## config.mk

```make
export PLATFORM = sky130hd
export DESIGN_NAME = marquee_scroll_ctrl
export DESIGN_NICKNAME = d
export VERILOG_FILES = /design/src/rtl/marquee_scroll_ctrl.sv
export SDC_FILE = /design/constraint.sdc
export NUM_CORES = 1
export LEC_CHECK = 0
export BUFFER_PORTS_ARGS = -buffer_cell sky130_fd_sc_hd__buf_2
export CAP_MARGIN = 20
export CORE_UTILIZATION = 40
export CTS_CLUSTER_SIZE = 28
export DETAILED_ROUTE_END_ITERATION = 10
export PLACE_DENSITY = 0.6
export SLEW_MARGIN = 5
export SYNTH_ARGS = -nofsm -noshare
export SYNTH_HDL_FRONTEND = slang
export SYNTH_SLANG_ARGS = --single-unit
```

## constraint.sdc

```tcl
create_clock -name clk -period 4.79 [get_ports clk]
set_input_delay 0.2395 -clock clk [delete_from_list [all_inputs] [get_ports clk]]
set_output_delay 0.2395 -clock clk [all_outputs]
set_load 0.02 [all_outputs]
```

## src/rtl/marquee_scroll_ctrl.sv

```systemverilog
// Scrolling-marquee sequencer: message buffer, step prescaler, character ROM
// addressing and a four-digit shift chain (led_a leftmost, new glyphs enter at led_d).
module marquee_scroll_ctrl #(
  parameter int unsigned TICK_DIV  = 4194304,
  parameter int unsigned MSG_DEPTH = 32,
  parameter logic [15:0] BLANK_SEG = 16'hFFFF
) (
  input  logic                         clk,
  input  logic                         rst,
  input  logic                         run,
  input  logic                         loop,
  input  logic                         msg_we,
  input  logic [$clog2(MSG_DEPTH)-1:0] msg_waddr,
  input  logic [7:0]                   msg_wdata,
  input  logic [$clog2(MSG_DEPTH):0]   msg_len,
  output logic [7:0]                   rom_ascii,
  input  logic [15:0]                  rom_segments,
  output logic [15:0]                  led_a,
  output logic [15:0]                  led_b,
  output logic [15:0]                  led_c,
  output logic [15:0]                  led_d,
  output logic [$clog2(MSG_DEPTH)-1:0] char_idx,
  output logic                         busy,
  output logic                         frame_done
);

  localparam int unsigned AW = $clog2(MSG_DEPTH);
  localparam int unsigned PW = $clog2(TICK_DIV);
  localparam logic [PW-1:0] TICK_LAST = PW'(TICK_DIV - 1);
  localparam logic [AW:0]   DEPTH_L   = (AW + 1)'(MSG_DEPTH);

  typedef enum logic [2:0] {IDLE, CLEAR, WAIT, FETCH, LOOKUP, SHIFT, DONE} state_t;

  state_t        state;
  logic [7:0]    msg_buf [MSG_DEPTH];
  logic [PW-1:0] presc;
  logic [AW:0]   len_q;
  logic [AW:0]   fetch_cnt;
  logic [2:0]    pad;
  logic          pad_step;
  logic [15:0]   glyph;
  logic [AW:0]   len_clamped;

  // fetch_cnt is one bit wider than the buffer index so a full-depth message
  // terminates instead of wrapping back to index 0
  assign char_idx    = fetch_cnt[AW-1:0];
  assign len_clamped = (msg_len > DEPTH_L) ? DEPTH_L : msg_len;

  always_ff @(posedge clk) begin
    if (msg_we) msg_buf[msg_waddr] <= msg_wdata;
  end

  always_ff @(posedge clk or posedge rst) begin
    if (rst) begin
      state      <= IDLE;
      presc      <= '0;
      len_q      <= '0;
      fetch_cnt  <= '0;
      pad        <= '0;
      pad_step   <= 1'b0;
      glyph      <= BLANK_SEG;
      rom_ascii  <= 8'h20;
      led_a      <= BLANK_SEG;
      led_b      <= BLANK_SEG;
      led_c      <= BLANK_SEG;
      led_d      <= BLANK_SEG;
      busy       <= 1'b0;
      frame_done <= 1'b0;
    end else begin
      frame_done <= 1'b0;
      // free-running through FETCH..DONE keeps the step period at TICK_DIV
      presc <= (presc == TICK_LAST) ? '0 : presc + PW'(1);
      unique case (state)
        IDLE: begin
          if (run && msg_len != '0) begin
            len_q     <= len_clamped;
            fetch_cnt <= '0;
            pad       <= '0;
            busy      <= 1'b1;
            state     <= CLEAR;
          end else begin
            busy <= 1'b0;
          end
        end
        CLEAR: begin
          led_a <= BLANK_SEG;
          led_b <= BLANK_SEG;
          led_c <= BLANK_SEG;
          led_d <= BLANK_SEG;
          presc <= '0;
          state <= WAIT;
        end
        WAIT: begin
          if (!run) begin
            busy  <= 1'b0;
            state <= IDLE;
          end else if (presc == TICK_LAST) begin
            state <= FETCH;
          end
        end
        FETCH: begin
          if (fetch_cnt < len_q) begin
            rom_ascii <= msg_buf[char_idx];
            fetch_cnt <= fetch_cnt + (AW + 1)'(1);
            pad_step  <= 1'b0;
          end else begin
            rom_ascii <= 8'h20;
            pad       <= pad + 3'd1;
            pad_step  <= 1'b1;
          end
          state <= LOOKUP;
        end
        LOOKUP: begin
          glyph <= pad_step ? BLANK_SEG : rom_segments;
          state <= SHIFT;
        end
        SHIFT: begin
          led_a <= led_b;
          led_b <= led_c;
          led_c <= led_d;
          led_d <= glyph;
          if (pad == 3'd4) begin
            frame_done <= 1'b1;
            state      <= DONE;
          end else begin
            state <= WAIT;
          end
        end
        DONE: begin
          if (loop && run && msg_len != '0) begin
            len_q     <= len_clamped;
            fetch_cnt <= '0;
            pad       <= '0;
            // with the minimum TICK_DIV the DONE cycle is itself a tick cycle
            state     <= (presc == TICK_LAST) ? FETCH : WAIT;
          end else begin
            busy  <= 1'b0;
            state <= IDLE;
          end
        end
        default: state <= IDLE;
      endcase
    end
  end

endmodule

```

==> key figures, run 1 <==
Run status
  • Status: complete, no violations

STA
  • Worst Setup Slack, final: 2040 ps
  • RSZ-0062 raised after global routing: false
  • Final Skew: 7.95 ps
  • Final worst path period share: between 50% and 60%
  • Setup violators final: 0
  • Max-slew violation count: 0
  • Min Clock Period, post-route: 2750 ps
  • Final Hold Fails: 0
  • Worst Tran Pin Value: roughly 1000 ps
  • Fmax: 364 MHz
  • Setup TNS: 0 ps
  • Worst relative slew slack: 30.2%

CTS
  • CTS tree: built
  • Reg clk slew, reported paths: approximately 60 ps
  • Htree depth: 2
  • # resized after CTS: 0
  • Total clock sinks: 387
  • CTS buffer count: between 40 and 50
  • Clock latency on the worst-skew pair: 560 ps
  • Root Driver: clkbuf_16
  • Clock tree buffer depth: 3

Placement
  • Final HPWL DP: 22.8 mm
  • Pre-CTS setup slack: roughly 2000 ps
  • Port Buffers: 118
  • Dpl cell area: about 17,000 sq um
  • Placed insts: 1,752
  • RePlAce Congestion: 0.767

Power and ir drop
  • Leak: 6.72 nW
  • PwrDens: 583 nW/um^2
  • Max IR drop VDD: between 0.2 and 0.25 mV

Synth
  • Post-synthesis mux area share: 8.07%
  • Synth cell types: 56
  • Compound-Gate Fraction of Synth Area: around 9%
  • Register area share after synthesis: 68.7%
  • Synth Instances: 1,171
  • Post-Synth Simple-Gate Area: 9.63%
  • Number of synthesized flops with an enable pin: 256
  • Synth Area in XOR/XNOR: 1.09%
  • Largest family of logic cells by synthesized area: simple AND/OR/NAND/NOR gates
  • Net count after synthesis: 1,220
  • Syn Std Cell Area: 16,100 sq um
  • Most used DFF post-synth: edfxtp_1
  • Synth warnings: 0
  • Avg Cell Area, Syn: 13.8 sq um
  • Synthesized flop and latch total: just under 400
  • Fraction of the mapped netlist area in adder cells: less than 1%
  • Post-synth ARST share: 33.9%

GRT
  • Vias in the first global route: 9,426
  • Total grt overflow: 0
  • Initial antenna violation count: 2
  • Largest net degree at the start of global routing: 90
  • First-pass GRT wire length: 56.6 mm
  • GRT Total Usage: 18.0%

Floorplanning
  • Initial core utilization: 40.6%
  • Core Area: 39,700 sq um
  • Die Width: 203 microns
  • Die area: 41,100 sq um
  • Die Ht: 203 microns
  • Placement Rows: 73
  • I/O Pins: 119

Worst setup path
  • Largest delay share family, worst path: compound AO/OA/AOI/OAI gates
  • Crit path buf inv count: 1
  • Worst EP arrival: 3210 ps
  • Critical path, cell by cell: buf_4 -> mux2i_1 -> a22o_1 -> a221oi_1 -> o22ai_1 -> o41ai_2
  • Crit Path Class: flop to flop
  • Startpoint types: flop
  • Max stage delay on crit path: 1020 ps
  • Crit path required time: 5250 ps
  • Highest-delay cell along the critical path: dfrtp_4
  • Critical Path End Type: flop
  • Max FO, Critical Path: 55

Cells and area
  • Nets: 1,347
  • Commonest cells after routing, fill and taps aside: 256 x edfxtp_1, 130 x mux2i_1, 118 x buf_2, 95 x nor2_1, 84 x nand2_1
  • Post-route insts no fill: 1,855
  • Design area: 18,800 sq um
  • Commonest non-fill, non-tap cell in the layout: edfxtp_1
  • Layout area overhead: 16.7%
  • Proportion of layout cells with a drive suffix above 1: 22.1%

Detailed routing
  • Routed len/inst: 19.8 microns
  • DRT Pass-1 Iters: 5
  • DR vias: 9,707
  • ANT nets after route: 0
  • Routed WL: 36.8 mm
  • Vias per cell: 5.23
  • First DRT Iteration DRCs: approximately 730
  • DR DRC count: 0

Flow run
  • Max Cap Viol: 0

Hold path
  • HP Class: input pin to flop
## flip-flops by register name (all words and copies together), names as in the netlist
signal / cells
pad_step: 1
rom_ascii: 8
led_b: 16
busy: 1
presc: 22
fetch_cnt: 6
led_c: 16
msg_buf: 256
glyph: 16
state: 3
led_d: 16
len_q: 6
frame_done: 1
pad: 3
led_a: 16
## cell families after synthesis
kind of cell / count (synthesis)
AO/OA/AOI/OAI: 221
XOR/XNOR: 20
adder cells (fa/ha/maj): 9
buffers and inverters: 89
flip-flops: 387
multiplexers: 130
AND/OR/NAND/NOR: 315
## worst reg2reg max path, cell delays in order, from the launching register on
cell      delay (ps)
dfrtp_4         1020
buf_4            480
mux2i_1          120
a22o_1           250
a221oi_1         340
o22ai_1          220
o41ai_2          220
## layout make-up
| class | count | area [sq um] |
|---|---|---|
| antenna | 1 | 2.50 |
| clock buffer | 58 | 1200 |
| clock inverter | 16 | 196 |
| fill | 3502 | 20900 |
| inverter | 15 | 61.3 |
| multi-input combinational | 695 | 4650 |
| sequential | 387 | 11100 |
| tap | 525 | 657 |
| timing repair buffer | 158 | 961 |
## power by group
| group | switching (W) | internal (W) |
|---|---|---|
| Clock | 0.00128 | 0.00201 |
| Sequential | 0.000465 | 0.00432 |
| Combinational | 0.00186 | 0.00104 |
| Total | 0.00360 | 0.00736 |
## final timing paths
kind,cells after the start,slack (ps),start,to
max in group asynchronous,4,3250,rst,state[2]
max reg2reg,6,2040,fetch_cnt[1],rom_ascii[2]
min reg2reg,2,470,led_a[0],led_a[0]
max,6,2040,fetch_cnt[1],rom_ascii[2]
min,5,140,loop,state[1]
min in group asynchronous,3,410,rst,state[1]
## layer usage
metal  track usage (%)  up-vias  share of wire [%]
met5                 0        -                  0
met2              26.9      279                 44
li1                  -     4570                  -
met4              6.31        0                2.4
met1              26.4     4802                 48
met3              3.32       56                5.4
## cell usage after synthesis, drive strengths merged, types with 4 or more instances
cell type	instances	area share (%)
edfxtp	256	48
mux2i	130	8.1
nor2	96	2.2
nand2	85	2.0
dfstp	81	13
o21ai	76	2.4
nor2b	68	2.6
dfrtp	50	7.8
buf	42	1.5
a21oi	40	1.2
a22oi	36	1.7
clkbuf	32	0.75
xor2	16	0.87
inv	15	0.35
nand3	15	0.47
a221oi	14	0.80
a22o	14	0.76
nand3b	10	0.47
ha	9	0.70
o22ai	9	0.35
nand4	8	0.35
a31oi	7	0.27
o41ai	7	0.61
nor3	6	0.19
nand2b	5	0.19
and2	4	0.16
xnor2	4	0.22
## through the flow
step           total power, W  utilization (%)  hold slack [ps]
3_5_place_dp          0.00772             43.1              469
3_3_place_gp          0.00766             43.1              462
4_1_cts                0.0110             47.3             99.4
6_report               0.0110             47.3              139
2_1_floorplan         0.00678                -              338
5_1_grt                0.0115             47.3              150
## repair_timing
action / in CTS / in global routing
buffers inserted: 0 / 0
hold buffers: 26 / 0
endpoints found under the hold margin: 49 / 0
(Power assumes the default switching activity.)
==> inputs of run 2 (changes only) <==
Settings changed: ABC_AREA set to 1.
Clock period 4.79 ns to 2.8 ns, I/O delays scaled along.
==> key figures, run 2 <==
Worst setup path
  • Critical Path End Type: flop
  • Highest-delay cell along the critical path: buf_4
  • Crit Path Class: flop to flop
  • Most used cell, CP: nor2_1
  • Reg-to-reg startpoint: state[0]
  • Startpoint types: flop
  • Reg2Reg Capture Point: led_d[5]
  • Worst EP arrival: 2560 ps (-650 ps)
  • R2R setup slack: 720 ps (-1320 ps)
  • Max stage delay on crit path: 550 ps (-470 ps)
  • Crit path required time: 3280 ps (-1970 ps)
  • Critical path, cell by cell: buf_4 -> nand3_2 -> buf_12 -> nor2_1 -> nor2_1
  • Max FO, Critical Path: 68 (+24%)
  • R2R depth: 5 (-1)

STA
  • Min Clock Period, post-route: 2080 ps (-667 ps)
  • Final Skew: 13.9 ps (+5.99 ps)
  • Max-slew violation count: 0 (unchanged)
  • Worst Tran Pin Value: 783 ps (-260 ps)
  • Setup TNS: 0 ps (unchanged)
  • Min Hold Slack: 49.0 ps (-90.0 ps)
  • Final worst path period share: 74.4% (+17 points)
  • RSZ-0062 raised after global routing: false
  • Setup violators final: 0 (unchanged)
  • Fmax: 480 MHz (+32%)
  • Worst relative slew slack: 47.6% (+17 points)
  • Final Hold Fails: 0 (unchanged)

Cells and area
  • Commonest cells after routing, fill and taps aside: 406 x nand2_1, 261 x nand3_1, 256 x edfxtp_1, 215 x nor2_1, 118 x buf_2
  • Register with the most flip-flops: msg_buf
  • Layout area overhead: 15.7%
  • Diodes inserted: 0 (-1)
  • Commonest non-fill, non-tap cell in the layout: nand2_1
  • # fillers: 3,701 (+5.7%)
  • Multi-input gate area: 4710 sq um (+1.4%)
  • Register area: 11,100 sq um (about the same)
  • Top Registers: msg_buf x256, presc x22
  • Proportion of layout cells with a drive suffix above 1: 18.3% (-3.8 points)
  • Design area: 19,100 sq um (+1.7%)
  • Max FFs per register: 256 (unchanged)
  • Nets: 1,762 (+31%)

Synth
  • Avg Cell Area, Syn: 10.4 sq um (-24%)
  • Post-synth top area cell: edfxtp_1
  • Synth Instances: 1,584 (+35%)
  • Synthesized flop and latch total: 387 (unchanged)
  • Synth top area share: 46.5% (-1.2 points)
  • Syn Std Cell Area: 16,500 sq um (+2.6%)
  • Number of synthesized flops with an enable pin: 256 (unchanged)
  • Post-synth top cells: 406 x nand2_1, 262 x nand3_1, 256 x edfxtp_1
  • Synth cell types: 39 (-30%)
  • Net count after synthesis: 1,633 (+34%)
  • Register area share after synthesis: 66.9% (-1.7 points)
  • Synth warnings: 0 (unchanged)
  • Post-synth ARST share: 33.9% (unchanged)
  • Most used DFF post-synth: edfxtp_1
  • Synth area leaders: edfxtp_1 47%, dfstp_2 13%, nand2_1 9.2%, nand3_1 7.9%, dfrtp_1 7.6%
  • Most common cell in the netlist: nand2_1

Flow run
  • Max Cap Viol: 0 (unchanged)

CTS
  • Hold_buf cts: 23 (-12%)
  • Clock latency on the worst-skew pair: 550 ps (about the same)
  • CTS buffer count: 42 (+2.4%)
  • Root Driver: clkbuf_16
  • Total clock sinks: 387 (unchanged)
  • Htree depth: 2 (unchanged)
  • Reg clk slew, reported paths: 60 ps (about the same)
  • # resized after CTS: 0 (unchanged)
  • CTS tree: built
  • Clock tree buffer depth: 3 (unchanged)
  • Setup Fix Bufs, Post-CTS: 0 (unchanged)

Floorplanning
  • Core Area: 40,800 sq um (+2.8%)
  • Die area: 42,100 sq um (+2.6%)
  • Die Width: 205 microns (+1.3%)
  • Placement Rows: 74 (+1.4%)
  • Die Ht: 205 microns (+1.3%)
  • I/O Pins: 119 (unchanged)
  • Initial core utilization: 40.5% (-0.075 points)

Detailed routing
  • DR DRC count: 0 (unchanged)
  • DR vias: 11,600 (+20%)
  • Vias per cell: 5.10 (-2.5%)
  • ANT nets after route: 0 (unchanged)
  • DRT Pass-1 Iters: 7 (+2)
  • Routed len/inst: 17.3 microns (-13%)
  • Routed WL: 39.4 mm (+7.2%)
  • First DRT Iteration DRCs: 1,158 (+58%)

Run status
  • Status: complete, no violations

Placement
  • Dpl cell area: 17,600 sq um (+3.0%)
  • Final HPWL DP: 23.4 mm (+2.5%)
  • RePlAce Congestion: 0.794 (+3.5%)
  • Port Buffers: 118 (unchanged)

Hold path
  • HP Class: input pin to flop
  • Hold path depth: 5 (unchanged)
  • Worst Hold End: state[0]
  • Worst Min Path Start: loop

Power and ir drop
  • PwrDens: 837 nW/um^2 (+43%)
  • Total power: 0.0160 W (+46%)
  • Leak: 7.55 nW (+12%)
  • Max IR drop VDD: 0.486 mV (+110%)

GRT
  • GRT Total Usage: 19.0% (+1.0 points)
  • Largest net degree at the start of global routing: 134 (+49%)
  • Total grt overflow: 0 (unchanged)
  • Initial antenna violation count: 0 (-2)
  • First-pass GRT wire length: 62.0 mm (+9.5%)
  • Vias in the first global route: 11,000 (+16%)
## run 2: cell types whose count changed after synthesis, moves of 12 or more
| cell | previous run | this run |
|---|---|---|
| a21oi_1 | 40 | 70 |
| a221oi_1 | 13 | 0 |
| a22o_1 | 14 | 0 |
| a22oi_1 | 36 | 0 |
| buf_2 | 19 | 31 |
| buf_6 | 0 | 15 |
| inv_1 | 15 | 54 |
| mux2i_1 | 130 | 0 |
| nand2_1 | 85 | 406 |
| nand3_1 | 15 | 262 |
| nor2_1 | 96 | 215 |
| nor2b_1 | 68 | 0 |
| o21ai_0 | 69 | 23 |
## run 2: worst max-delay path: cells and delay by family (launching register included)
kind	cells	cell delay [ps]
buffers and inverters	2	890
DFF	1	380
and+or+nand+nor	3	710
## run 2: how the worst max path moves through the flow
stage / start / end / slack, ps / depth (start not counted)
after CTS: state[0] / len_q[4] / 720 / 10
after floorplan: rst / busy / 1100 / 1
final: state[0] / led_d[5] / 720 / 5
after global placement: state[0] / led_b[3] / 780 / 5
after global routing: state[0] / led_c[4] / 500 / 5
after detailed placement: state[0] / len_q[2] / 730 / 10
## run 2: layout make-up
| type | instances | share of cell area, % |
|---|---|---|
| clock inverter | 14 | 0.497 |
| sequential | 387 | 57.9 |
| inverter | 67 | 1.37 |
| multi-input combinational | 1044 | 24.6 |
| timing repair buffer | 171 | 5.99 |
| tap | 532 | 3.48 |
| clock buffer | 61 | 6.14 |
## run 2: cell families after synthesis
kind of cell	Yosys count	share of synthesized area, %
simple gates	920	23.9
flops	387	66.9
buf+inv	153	4.58
compound gates	101	3.13
xor+xnor	14	0.742
fa+ha+maj	9	0.681
## run 2: stage by stage
step,utilization [%],worst slack (ps),instances
2_1_floorplan,-,1100,1584
3_3_place_gp,43.2,781,2178
6_report,46.8,717,2276
3_5_place_dp,43.2,729,2178
4_1_cts,46.8,723,2276
5_1_grt,46.8,498,2276
## run 2: per-layer routing
layer / routed length, microns / share of wire (%) / vias to the layer above / GRT usage, %
li1: - / - / 5595 / -
met5: 0 / 0 / - / 0
met2: 18100 / 46 / 353 / 29.8
met1: 18400 / 47 / 5611 / 27.6
met4: 699 / 1.8 / 0 / 4.52
met3: 2280 / 5.8 / 54 / 3.29
## run 2: power by group
group          switching, W  total [W]  internal, W  leakage [nW]
Clock               0.00218    0.00518      0.00300         0.626
Sequential         0.000394    0.00721      0.00682          3.82
Combinational       0.00260    0.00361      0.00102          3.10
==> inputs of run 3 (changes only) <==
Settings changed: PLACE_DENSITY 0.6 to 0.62.
Clock period 2.8 ns to 1.9 ns, I/O delays scaled along.
==> key figures, run 3 (synthesized netlist as in run 2, its figures left out) <==
Cells and area
  • Register with the most flip-flops: msg_buf
  • Proportion of layout cells with a drive suffix above 1: 20.6% (+2.2 points)
  • Commonest cells after routing, fill and taps aside: 406 x nand2_1, 258 x nand3_1, 256 x edfxtp_1, 215 x nor2_1, 118 x buf_2
  • Commonest non-fill, non-tap cell in the layout: nand2_1
  • Layout area overhead: 18.5%
  • Final design utilization: 48.0% (+1.1 points)
  • Top Registers: msg_buf x256, presc x22
  • Diodes inserted: 0 (unchanged)
  • Max FFs per register: 256 (unchanged)
  • Nets: 1,798 (+2.0%)

STA
  • Setup TNS: 0 ps (unchanged)
  • Min Clock Period, post-route: 1800 ps (-280 ps)
  • Fmax: 555 MHz (+16%)
  • Final Skew: 19.1 ps (+5.14 ps)
  • Setup violators final: 0 (unchanged)
  • Final worst path period share: 94.9% (+20 points)
  • Max-slew violation count: 0 (unchanged)
  • Worst relative slew slack: 50.1% (+2.4 points)
  • Worst Tran Pin Value: 749 ps (-33.7 ps)
  • Worst Setup Slack, final: 97.4 ps (-620 ps)
  • Min Hold Slack: 73.7 ps (+24.7 ps)
  • RSZ-0062 raised after global routing: false
  • Final Hold Fails: 0 (unchanged)

CTS
  • Total clock sinks: 387 (unchanged)
  • Reg clk slew, reported paths: 60 ps (about the same)
  • Root Driver: clkbuf_16
  • Clock latency on the worst-skew pair: 580 ps (+30 ps)
  • Htree depth: 2 (unchanged)
  • Clock tree buffer depth: 3 (unchanged)
  • CTS buffer count: 42 (unchanged)
  • CTS tree: built

Floorplanning
  • I/O Pins: 119 (unchanged)
  • Core Area: 40,800 sq um (unchanged)
  • Initial core utilization: 40.5% (unchanged)
  • Die Width: 205 microns (unchanged)
  • Die area: 42,100 sq um (unchanged)
  • Placement Rows: 74 (unchanged)
  • Die Ht: 205 microns (unchanged)

Detailed routing
  • DR vias: 11,800 (+1.8%)
  • First DRT Iteration DRCs: 1,199 (+3.5%)
  • DRT Pass-1 Iters: 6 (-1)
  • Routed WL: 39.5 mm (+0.24%)
  • DR DRC count: 0 (unchanged)
  • ANT nets after route: 0 (unchanged)
  • Vias per cell: 5.11 (+0.14%)
  • Routed len/inst: 17.1 microns (-1.4%)

Power and ir drop
  • Clk network pwr share: 33.6% (+1.2 points)
  • Leak: 7.83 nW (+3.7%)
  • Seq pwr share: 44.0% (-1.1 points)
  • Sw frac: 32.3% (about the same)
  • PwrDens: 1240 nW/um^2 (+48%)
  • Max IR drop VDD: 0.762 mV (+57%)
  • Total net switching power: 0.00782 W (+51%)
  • Power Internal: 0.0164 W (+51%)
  • Total power: 0.0242 W (+51%)
  • Gate power share: 22.4% (-0.2 points)

GRT
  • Vias in the first global route: 11,200 (+2.1%)
  • GRT Total Usage: 18.9% (-0.17 points)
  • Largest net degree at the start of global routing: 132 (-1.5%)
  • Total grt overflow: 0 (unchanged)
  • First-pass GRT wire length: 61.5 mm (-0.75%)
  • Initial antenna violation count: 0 (unchanged)

Worst setup path
  • Startpoint types: flop
  • Reg2Reg Capture Point: busy
  • Critical Path End Type: flop
  • Critical path endpoint: busy
  • Crit Path Class: flop to flop
  • Reg-to-reg startpoint: state[0]
  • CP startpoint: state[0]
  • R2R depth: 8 (+3)
  • Worst EP arrival: 2290 ps (-270 ps)
  • R2R setup slack: 100 ps (-620 ps)
  • Crit path required time: 2380 ps (-900 ps)
  • Max FO, Critical Path: 7 (-90%)

Flow run
  • Max Cap Viol: 0 (unchanged)

Placement
  • Port Buffers: 118 (unchanged)
  • RePlAce Congestion: 0.799 (+0.68%)
  • Pre-CTS setup slack: 135 ps (-594 ps)
  • Final HPWL DP: 24.0 mm (+2.6%)

Run status
  • Status: complete, no violations

Hold path
  • HP Class: input pin to flop
==> run 3: changes by cell type in the layout (fill, tap and decap cells not counted), sizes merged <==
cell | previous run | this run
buf | 148 | 180
bufinv | 1 | 2
clkbuf | 61 | 53
clkinv | 17 | 23
clkinvlp | 1 | 2
dlygate4sd3 | 23 | 27
inv | 62 | 63
==> run 3: through the flow <==
| step | cells | cell area (sq um) |
|---|---|---|
| 2_1_floorplan | 1584 | 16500 |
| 3_3_place_gp | 2209 | 17900 |
| 3_5_place_dp | 2209 | 17900 |
| 4_1_cts | 2312 | 19600 |
| 5_1_grt | 2313 | 19600 |
| 6_report | 2313 | 19600 |
==> run 3: worst min path at each step <==
stage / from / endpoint / slack (ps) / cells past startpoint
finish: msg_waddr[2] / msg_buf[14][5] / 70 / 3
global route: msg_waddr[2] / msg_buf[14][5] / 90 / 3
CTS: msg_waddr[2] / msg_buf[14][5] / 50 / 3
detailed placement: rom_segments[8] / glyph[8] / 320 / 3
global placement: rom_segments[15] / glyph[15] / 320 / 3
floorplan: msg_wdata[0] / msg_buf[0][0] / 190 / 0
==> run 3: routing by layer <==
layer	track usage, %	vias to the layer above	wire [microns]
met4	6.90	0	1060
met3	2.91	75	2870
met5	0	-	0
li1	-	5675	-
met1	27.1	5687	17800
met2	28.9	381	17800
==> run 3: worst max-delay path, cell delays in order (launching register included) <==
cell           delay, ps
dfrtp_2              460
nor2_1               150
nand2_1               90
clkinv_1              80
nand3_2              110
nand2_1               80
dlygate4sd3_1        550
inv_1                 60
a21oi_1              140
==> run 3: cell type report <==
type / instances / area, sq um
Clock buffer: 53 / 1180
Clock inverter: 23 / 209
Fill cell: 3682 / 21200
Inverter: 67 / 262
Multi-Input combinational cell: 1044 / 4730
Sequential cell: 387 / 11100
Tap cell: 532 / 666
Timing Repair Buffer: 207 / 1480
==> run 3: what timing repair did <==
item,CTS,global route
buffers inserted,0,1
setup endpoints to repair,0,7
hold buffers,27,0
gates resized for setup,0,4
hold endpoints to repair,107,0
==> run 3: power groups by stage <==
stage	Clock (W)	Sequential (W)	Combinational, W
after floorplan	0	0.0110	0.00351
after detailed placement	0	0.0108	0.00535
final	0.00812	0.0107	0.00542
after CTS	0.00830	0.0107	0.00543
after global routing	0.00857	0.0108	0.00607
after global placement	0	0.0108	0.00531
